[src/rtl/maze_map_scanner_if.sv]
// Synchronous-read port between the maze map RAM and its scanner.
// The scanner is the master: it drives the strobe and address, the RAM returns data one cycle later.
interface maze_map_scanner_if #(
  parameter int CELL_W = 7,
  parameter int IDX_W  = 7
);

  logic              rd_en;
  logic [IDX_W-1:0]  rd_addr;
  logic [CELL_W-1:0] rd_data;

  modport master (
    output rd_en,
    output rd_addr,
    input  rd_data
  );

  modport slave (
    input  rd_en,
    input  rd_addr,
    output rd_data
  );

endinterface

[src/rtl/maze_map_scanner.sv]
// Walks the whole maze map once per go pulse, locating start/goal cells and counting walls and marks.
// The path-planning controller waits for the one-cycle done pulse before trusting the results.
module maze_map_scanner #(
  parameter int              CELL_W     = 7,
  parameter int              IDX_W      = 7,
  parameter int              NUM_CELLS  = 100,
  parameter logic [CELL_W-1:0] START_CODE = 7'h3F,
  parameter logic [CELL_W-1:0] GOAL_CODE  = 7'h00,
  parameter int              WALL_BIT   = 6,
  parameter int              MARK_HI    = 5,
  parameter logic [1:0]      MARK_VAL   = 2'b10
) (
  input  logic                  m_clock,
  input  logic                  p_reset,
  input  logic                  go,
  input  logic                  abort,
  maze_map_scanner_if.master    map,
  output logic                  busy,
  output logic                  done,
  output logic [IDX_W-1:0]      start_idx,
  output logic [IDX_W-1:0]      goal_idx,
  output logic                  start_found,
  output logic                  goal_found,
  output logic                  dup_err,
  output logic [IDX_W:0]        wall_cnt,
  output logic [IDX_W:0]        mark_cnt,
  output logic [CELL_W-1:0]     data_out
);

  localparam logic [IDX_W-1:0] LAST_ADDR = IDX_W'(NUM_CELLS - 1);
  localparam logic [IDX_W-1:0] ADDR_ONE  = IDX_W'(1);
  localparam logic [IDX_W:0]   CNT_ONE   = (IDX_W+1)'(1);

  typedef enum logic [1:0] {
    IDLE  = 2'd0,
    SCAN  = 2'd1,
    DRAIN = 2'd2,
    DONE  = 2'd3
  } state_t;

  state_t state;
  state_t next_state;

  logic [IDX_W-1:0] addr;
  logic             vld;
  logic [IDX_W-1:0] vld_addr;
  logic             go_accept;
  logic             abort_hit;
  logic             is_goal;
  logic             is_start;
  logic             is_wall;
  logic             is_mark;

  always_ff @(posedge m_clock or posedge p_reset) begin
    if (p_reset) begin
      state <= IDLE;
    end else begin
      state <= next_state;
    end
  end

  always_comb begin
    next_state = state;
    busy       = 1'b0;
    done       = 1'b0;
    map.rd_en  = 1'b0;
    case (state)
      IDLE: begin
        if (go) begin
          next_state = SCAN;
        end
      end
      SCAN: begin
        busy      = 1'b1;
        map.rd_en = 1'b1;
        if (abort) begin
          next_state = IDLE;
        end else if (addr == LAST_ADDR) begin
          next_state = DRAIN;
        end
      end
      DRAIN: begin
        busy       = 1'b1;
        next_state = abort ? IDLE : DONE;
      end
      DONE: begin
        done       = 1'b1;
        next_state = IDLE;
      end
      default: next_state = IDLE;
    endcase
  end

  assign go_accept   = (state == IDLE) && go;
  assign abort_hit   = busy && abort;
  assign map.rd_addr = addr;

  // The address parks on the last cell after the scan so the RAM port stays quiet and predictable.
  always_ff @(posedge m_clock or posedge p_reset) begin
    if (p_reset) begin
      addr <= '0;
    end else if (go_accept) begin
      addr <= '0;
    end else if ((state == SCAN) && (addr != LAST_ADDR)) begin
      addr <= addr + ADDR_ONE;
    end
  end

  // rd_data lags the strobe by one cycle, so the index travels with a matching valid flag.
  always_ff @(posedge m_clock or posedge p_reset) begin
    if (p_reset) begin
      vld      <= 1'b0;
      vld_addr <= '0;
    end else begin
      vld      <= map.rd_en && !abort;
      vld_addr <= addr;
    end
  end

  always_comb begin
    is_goal  = 1'b0;
    is_start = 1'b0;
    is_wall  = 1'b0;
    is_mark  = 1'b0;
    if (map.rd_data == GOAL_CODE) begin
      is_goal = 1'b1;
    end else if (map.rd_data == START_CODE) begin
      is_start = 1'b1;
    end else if (map.rd_data[WALL_BIT]) begin
      is_wall = 1'b1;
    end else if (map.rd_data[MARK_HI -: 2] == MARK_VAL) begin
      is_mark = 1'b1;
    end
  end

  // First occurrence keeps its index, so duplicates resolve to the lowest cell.
  always_ff @(posedge m_clock or posedge p_reset) begin
    if (p_reset) begin
      start_idx   <= '0;
      goal_idx    <= '0;
      start_found <= 1'b0;
      goal_found  <= 1'b0;
      dup_err     <= 1'b0;
      wall_cnt    <= '0;
      mark_cnt    <= '0;
      data_out    <= '0;
    end else if (go_accept) begin
      start_idx   <= '0;
      goal_idx    <= '0;
      start_found <= 1'b0;
      goal_found  <= 1'b0;
      dup_err     <= 1'b0;
      wall_cnt    <= '0;
      mark_cnt    <= '0;
      data_out    <= '0;
    end else if (abort_hit) begin
      start_found <= 1'b0;
      goal_found  <= 1'b0;
      dup_err     <= 1'b0;
    end else if (vld) begin
      data_out <= map.rd_data;
      if (is_goal) begin
        if (!goal_found) begin
          goal_idx   <= vld_addr;
          goal_found <= 1'b1;
        end else begin
          dup_err <= 1'b1;
        end
      end else if (is_start) begin
        if (!start_found) begin
          start_idx   <= vld_addr;
          start_found <= 1'b1;
        end else begin
          dup_err <= 1'b1;
        end
      end else if (is_wall) begin
        wall_cnt <= wall_cnt + CNT_ONE;
      end else if (is_mark) begin
        mark_cnt <= mark_cnt + CNT_ONE;
      end
    end
  end

endmodule

[src/flat_wrapper.sv]
// flat-port wrapper written by rule: the top's interface ports become plain ports
module maze_map_scanner_flat 
#(
  parameter int              CELL_W     = 7,
  parameter int              IDX_W      = 7,
  parameter int              NUM_CELLS  = 100,
  parameter logic [CELL_W-1:0] START_CODE = 7'h3F,
  parameter logic [CELL_W-1:0] GOAL_CODE  = 7'h00,
  parameter int              WALL_BIT   = 6,
  parameter int              MARK_HI    = 5,
  parameter logic [1:0]      MARK_VAL   = 2'b10
)
  (m_clock, p_reset, go, abort, busy, done, start_idx, goal_idx, start_found, goal_found, dup_err, wall_cnt, mark_cnt, data_out, map_rd_en, map_rd_addr, map_rd_data);
  maze_map_scanner_if #(.CELL_W(CELL_W), .IDX_W(IDX_W)) map_i ();
  input  logic m_clock;
  input  logic p_reset;
  input  logic go;
  input  logic abort;
  output logic busy;
  output logic done;
  output logic [IDX_W-1:0] start_idx;
  output logic [IDX_W-1:0] goal_idx;
  output logic start_found;
  output logic goal_found;
  output logic dup_err;
  output logic [IDX_W:0] wall_cnt;
  output logic [IDX_W:0] mark_cnt;
  output logic [CELL_W-1:0] data_out;
  output wire logic [$bits(map_i.rd_en)-1:0] map_rd_en;
  output wire logic [$bits(map_i.rd_addr)-1:0] map_rd_addr;
  input wire logic [$bits(map_i.rd_data)-1:0] map_rd_data;
  assign map_rd_en = map_i.rd_en;
  assign map_rd_addr = map_i.rd_addr;
  assign map_i.rd_data = map_rd_data;
  maze_map_scanner #(.CELL_W(CELL_W), .IDX_W(IDX_W), .NUM_CELLS(NUM_CELLS), .START_CODE(START_CODE), .GOAL_CODE(GOAL_CODE), .WALL_BIT(WALL_BIT), .MARK_HI(MARK_HI), .MARK_VAL(MARK_VAL)) u_core (.m_clock(m_clock), .p_reset(p_reset), .go(go), .abort(abort), .map(map_i), .busy(busy), .done(done), .start_idx(start_idx), .goal_idx(goal_idx), .start_found(start_found), .goal_found(goal_found), .dup_err(dup_err), .wall_cnt(wall_cnt), .mark_cnt(mark_cnt), .data_out(data_out));
endmodule
[config.mk]
export PLATFORM = sky130hd
export DESIGN_NAME = maze_map_scanner_flat
export DESIGN_NICKNAME = d
export VERILOG_FILES = /design/src/rtl/maze_map_scanner_if.sv /design/src/rtl/maze_map_scanner.sv /design/src/flat_wrapper.sv
export SDC_FILE = /design/constraint.sdc
export NUM_CORES = 1
export LEC_CHECK = 0
export BUFFER_PORTS_ARGS = -buffer_cell sky130_fd_sc_hd__buf_4
export CAP_MARGIN = 5
export CORE_UTILIZATION = 35
export CTS_CLUSTER_DIAMETER = 120
export CTS_CLUSTER_SIZE = 24
export DETAILED_ROUTE_END_ITERATION = 8
export MAX_ROUTING_LAYER = met4
export SETUP_SLACK_MARGIN = 0.3
export SLEW_MARGIN = 20
export SYNTH_ARGS = -nofsm -noshare
export SYNTH_HDL_FRONTEND = slang
export SYNTH_SLANG_ARGS = --single-unit
[constraint.sdc]
create_clock -name m_clock -period 3.2 [get_ports m_clock]
set_clock_uncertainty 0.1 [all_clocks]
set_input_delay 0.32 -clock m_clock [delete_from_list [all_inputs] [get_ports m_clock]]
set_output_delay 0.32 -clock m_clock [all_outputs]
set_load 0.005 [all_outputs]
Word level (Yosys, flattened, before mapping) --
Index checks and enable logic that the tools add are counted.
Cells by class: multiplexer cells 63, reduce and logical (&&, ||, !) cells 28, equality and inequality tests 17, $add $sub $neg 3
Operators by type and width (count):
- $mux 7 | 16
- $mux 8 | 13
- $mux 1 | 29
- $add 8x1->8 const B | 2
- $reduce_bool 2->1 | 6
- $reduce_and 5->1 | 2
- $reduce_bool 3->1 | 3
- $mux 2 | 4
- $ne 2x1->1 const B | 4
- $pmux 2 s4 | 1
- $reduce_and 4->1 | 2
- $reduce_bool 4->1 | 2
- $add 7x1->7 const B | 1
- $eq 7x6->1 const B | 1
- $eq 7x7->1 const B | 1
- $logic_not 7->1 | 1
- $ne 7x7->1 const B | 1
- $eq 2x2->1 const B | 3
- $ne 2x2->1 const B | 3
- $reduce_and 2->1 | 3
- $reduce_and 6->1 | 1
- $logic_and 1x1->1 | 4
- $ne 4x1->1 const B | 1
- $ne 3x1->1 const B | 1
- 6 further kinds | 6
Word-level totals: input bits 11, output and inout port bits 50, logic and storage cells 123, register bits after elaboration 57

Logic depth before layout (Yosys ltp) --
depth after elaboration 12, mapped depth 7, gate-level depth less buffers 6

Worst setup path before layout --
Ideal clock, no wire load.
path kind register to register, from register u_core.state[0], to register u_core.start_idx[1], buffers on the path 1, clock period less this slack 2.155 ns, stages on the path, launching flop included 8, required time 2.968 ns, data arrival time 1.923 ns, setup slack 1.045 ns, setup time 0.132 ns, cells stage by stage dfrtp_1 -> inv_1 -> ha_1 -> a21bo_2 -> clkbuf_1 -> nor4_4 -> mux2i_1 -> nor2_1
Between the ends: cells in the longest elaborated chain, start to end 6, elaborated cells on any way between the ends 14, those cells by class eq/ne (5); mux (2); reduce/logical (7)
RTL lines:
- start: declaration | RTL line maze_map_scanner.sv:41 | state_t state;
- start signal: assignment | RTL line maze_map_scanner.sv:58 | state <= next_state;
- $eq 2x2->1 / $eq 2x1->1 (equally long branches) | RTL line maze_map_scanner.sv:67 | case (state)
- $reduce_or 2->1 (no line) (*)
- $mux 1 (*) | RTL line maze_map_scanner.sv:67
- via busy | RTL line flat_wrapper.sv:19 | output logic busy;
- $logic_and 1x1->1 (*) | RTL line maze_map_scanner.sv:95 | assign abort_hit = busy && abort;
- $ne 2x1->1 (no line) (*)
- $reduce_and 5->1 (no line) (*)
- end signal: assignment | RTL line maze_map_scanner.sv:171 | start_idx <= vld_addr;
- end: declaration | RTL line maze_map_scanner.sv:20 | output logic [IDX_W-1:0] start_idx,
The timed path passes the listed nets; every way through them passes the cells marked *. A chain may end at the register's enable or synchronous reset.

Worst setup path in the final report --
from register u_core.state[0], to register u_core.goal_idx[2]
Between the ends: cells in the longest elaborated chain, start to end 6, elaborated cells on any way between the ends 13, those cells by class eq/ne (4); mux (2); reduce/logical (7)
RTL lines:
- $eq 2x2->1 / $eq 2x1->1 (equally long branches) | RTL line maze_map_scanner.sv:67
- $reduce_or 2->1 (no line)
- $mux 1 | RTL line maze_map_scanner.sv:67
- $logic_and 1x1->1 | RTL line maze_map_scanner.sv:95
- $ne 2x1->1 (no line)
- $reduce_and 4->1 (no line)
- end signal: assignment | RTL line maze_map_scanner.sv:164 | goal_idx <= vld_addr;
- end: declaration | RTL line maze_map_scanner.sv:21 | output logic [IDX_W-1:0] goal_idx,
Several ways; a longest one is shown, not always the timed one.

==> results.md <==
* Status: finished, final reports clean
* Synth top area share at a little under three fifths
* Vias/cell at 4.874
* Sequential-to-total area share from yosys stat at 55.61%
* Int Power at 1.606 mW
* Post-CTS Setup Inserts at 0
* Dominant cell by count in the synthesized netlist: dfrtp_1
* Final Hold Vio Count at 0
* CTS tree: yes
* Dpl cells at 389
* Critical path buffers and inverters at 1
* Die Span Y at 87.61 um
* WP data arrival at 2.43 ns
* PnR worst setup slack at just under 0.9 ns
* Power, Total at 2.353 mW
* DP Worst Slack at 0.8674 ns
* Nets at 324
* Cell Count, Final, Fillers Out at 406
* Rows at 30
* Ys async rst share at 100.0%
* Sink Count at 57
* Largest net degree at the start of global routing at 36
* Pwr Density at roughly 700 nW/um^2
* Die ar. at 7675 um^2
* Slew @ Worst Pin at about 0.70 ns
* Post-synth EDFFs at 0
* DR iter-0 viols at 66
* Fraction of layout cells with a size suffix above 1 at 28.39%
* Hold slack at 0.1449 ns
* Reg area at 1426 um^2
* Max-slew violation count at 0
* Placer congestion estimate at between 0.7 and 0.8
* Input/output buffers at 60
* DRT met1 WL at approximately 2600 um
* Max IR drop VDD at 302.0 uV
* # setup viols final at 0
* Max-cap violations at 0
* Share of total power in combinational logic at roughly 28%
* Worst-case clock buffer depth at 2
* Synth Cell Area at about 2600 um^2
* Critical Path End Type: flip-flop
* Max Used Layer: met4
* ANT cells at 0
* Critical path type: flip-flop to flip-flop
* Switching Fraction at 31.73%
* Post-DR wirelength/cell at between 10 and 15 um
* DP Area at approximately 3100 um^2
* FF+latch count, synth at between 50 and 60
* R2r setup slk at 0.86 ns
* Final setup TNS at 0 ns
* Fill count at 647
* Net Count, Synth at 256
* Critical path data required time at 3.30 ns
* Reg power frac at 39.4%
* Cells along the critical path: inv_1, ha_1, a21bo_2, nor4_4, mux2i_1, nor2_1
* Top post-synthesis cells by area: dfrtp_1, mux2i_1, xor2_1, nor2_1, ha_1
* Highest clock rate at 428.3 MHz
* Top post-synthesis cells by count: dfrtp_1, nor2_1, nand2_1
* Routed WL at 5633 um
* Grt ovf at 0
* Slowest-stage cell, CP: nor4_4
* Final non-filler cell area at 3374 um^2
* Io pins at 61
* Met3 wire length at 257 um
* Leak at 1.650 nW
* Drc violations at 0
* Yosys warnings at 0
* Via count at 1,979
* Min Tclk post-route at 2.335 ns
* GRT Util Overall at between 10% and 20%
* Final ANT Viol Nets at 0
* Multi-input combinational cell area at 1090 um^2
* Synth cell types at 31
* RSZ-0062 raised after global routing: false
* Mapped Cells at 237
* CP peak stage delay at 0.62 ns
* Switch Pwr at around 750 uW
* H-tree depth at 3
* Mean Syn Cell Area at between 10 and 15 um^2
* Drt first pass iters at 4
* Die X at 87.61 um
* Clock root cell: clkbuf_8
* CTS buffer count at 9
* Hold Path Class: primary input to flip-flop
* Area grow syn2layout at 31.56%
* Core area at 6944 um^2
* Final period util at 72.97%
* Reg clk slew, reported paths at 0.07 ns
* Cell family with most CP delay: simple AND/OR/NAND/NOR gates
* Yosys top cell by area: dfrtp_1
* Met2 Routed Length at about 2600 um
* Initial antenna violation count at 0
* Final core occ at between 40% and 50%
* Rel. slew slack at 53.21%
* Initial Util at 36.94%
* Crit start category: flip-flop
* Clock share of power at 32.9%
* Vias in the first global route at 1,856
* Crit-path max FO at 11
* Estimated wirelength of the detail-placed design at approximately 4000 um
* Main flop type after synthesis: dfrtp_1
* First-pass GRT wire length at approximately 9000 um
* Clock Latency Late Sink at 0.33 ns
==> flip-flops by register name, indices dropped and copies added, names as in the netlist <==
register and cells:
u_core.mark_cnt 8, u_core.goal_found 1, u_core.dup_err 1, u_core.wall_cnt 8, u_core.data_out 7, u_core.vld_addr 7
u_core.state 2, u_core.map.rd_addr 7, u_core.vld 1, u_core.start_idx 7, u_core.goal_idx 7, u_core.start_found 1
==> final timing paths <==
path	from	to	cells past startpoint
worst max-delay path	u_core.state[0]	u_core.goal_idx[2]	6
worst min-delay path	map_rd_data[1]	u_core.data_out[1]	3
worst max register to register	u_core.state[0]	u_core.goal_idx[2]	6
worst min register to register	u_core.map.rd_addr[6]	u_core.vld_addr[6]	0
max in group asynchronous	p_reset	u_core.goal_idx[5]	4
min in group asynchronous	p_reset	u_core.mark_cnt[5]	3
==> cell type report <==
cell class,instances,share of cell area (%)
well taps,96,3.560
clock buffers,11,4.486
repair buffers,65,14.53
inverters,5,0.5562
multi-input cells,167,32.30
clock inverters,5,2.299
flip-flops and latches,57,42.27
==> cells by family after synthesis <==
group	share of synthesized area, %
simple gates	19.61
flops	55.61
compound gates	6.000
mux	7.512
xor+xnor	5.463
buf+inv	1.903
fa+ha+maj	3.903
==> metal layers <==
metal	vias to the layer above	track usage [%]
met3	10	4.618
li1	946	-
met5	-	-
met2	46	22.94
met1	977	21.00
met4	0	8.644
==> power groups by stage <==
stage               logic [mW]  clock network (mW)  registers [mW]
CTS                      0.664               0.788           0.929
global placement         0.655                   0           0.938
global route             0.728               0.819           0.941
finish                   0.651               0.775           0.927
floorplan                0.380                   0           0.925
detailed placement       0.662                   0           0.943
==> placed cells by master, fill, tap and decap left out, types with 2 or more instances in the layout <==
cell       count
buf_4         64
dfrtp_1       57
nor2_1        37
nand2_1       23
mux2i_1       17
xor2_1        16
a21oi_1       13
clkbuf_8      11
nand3_1        8
nand4_1        8
ha_1           8
or3_1          5
o21ai_0        5
inv_1          4
and2_1         3
nand2b_1       3
and3_1         3
nor4_4         2
mux2_2         2
a22o_1         2
and4_1         2
clkinv_2       2
bufinv_16      2
==> timing repair <==
| action | 4_1_cts | 5_1_grt |
|---|---|---|
| hold endpoints to repair | 22 | 0 |
| hold buffers | 1 | 0 |
| gates resized for setup | 0 | 0 |
==> tightest hold or removal path: cells and delay by family <==
kind / cells / cell delay, ns
AO/OA/AOI/OAI: 1 / 0.05
buffers and inverters: 1 / 0.12
AND/OR/NAND/NOR: 1 / 0.05
No activity file was read; power rests on OpenSTA's default activity.
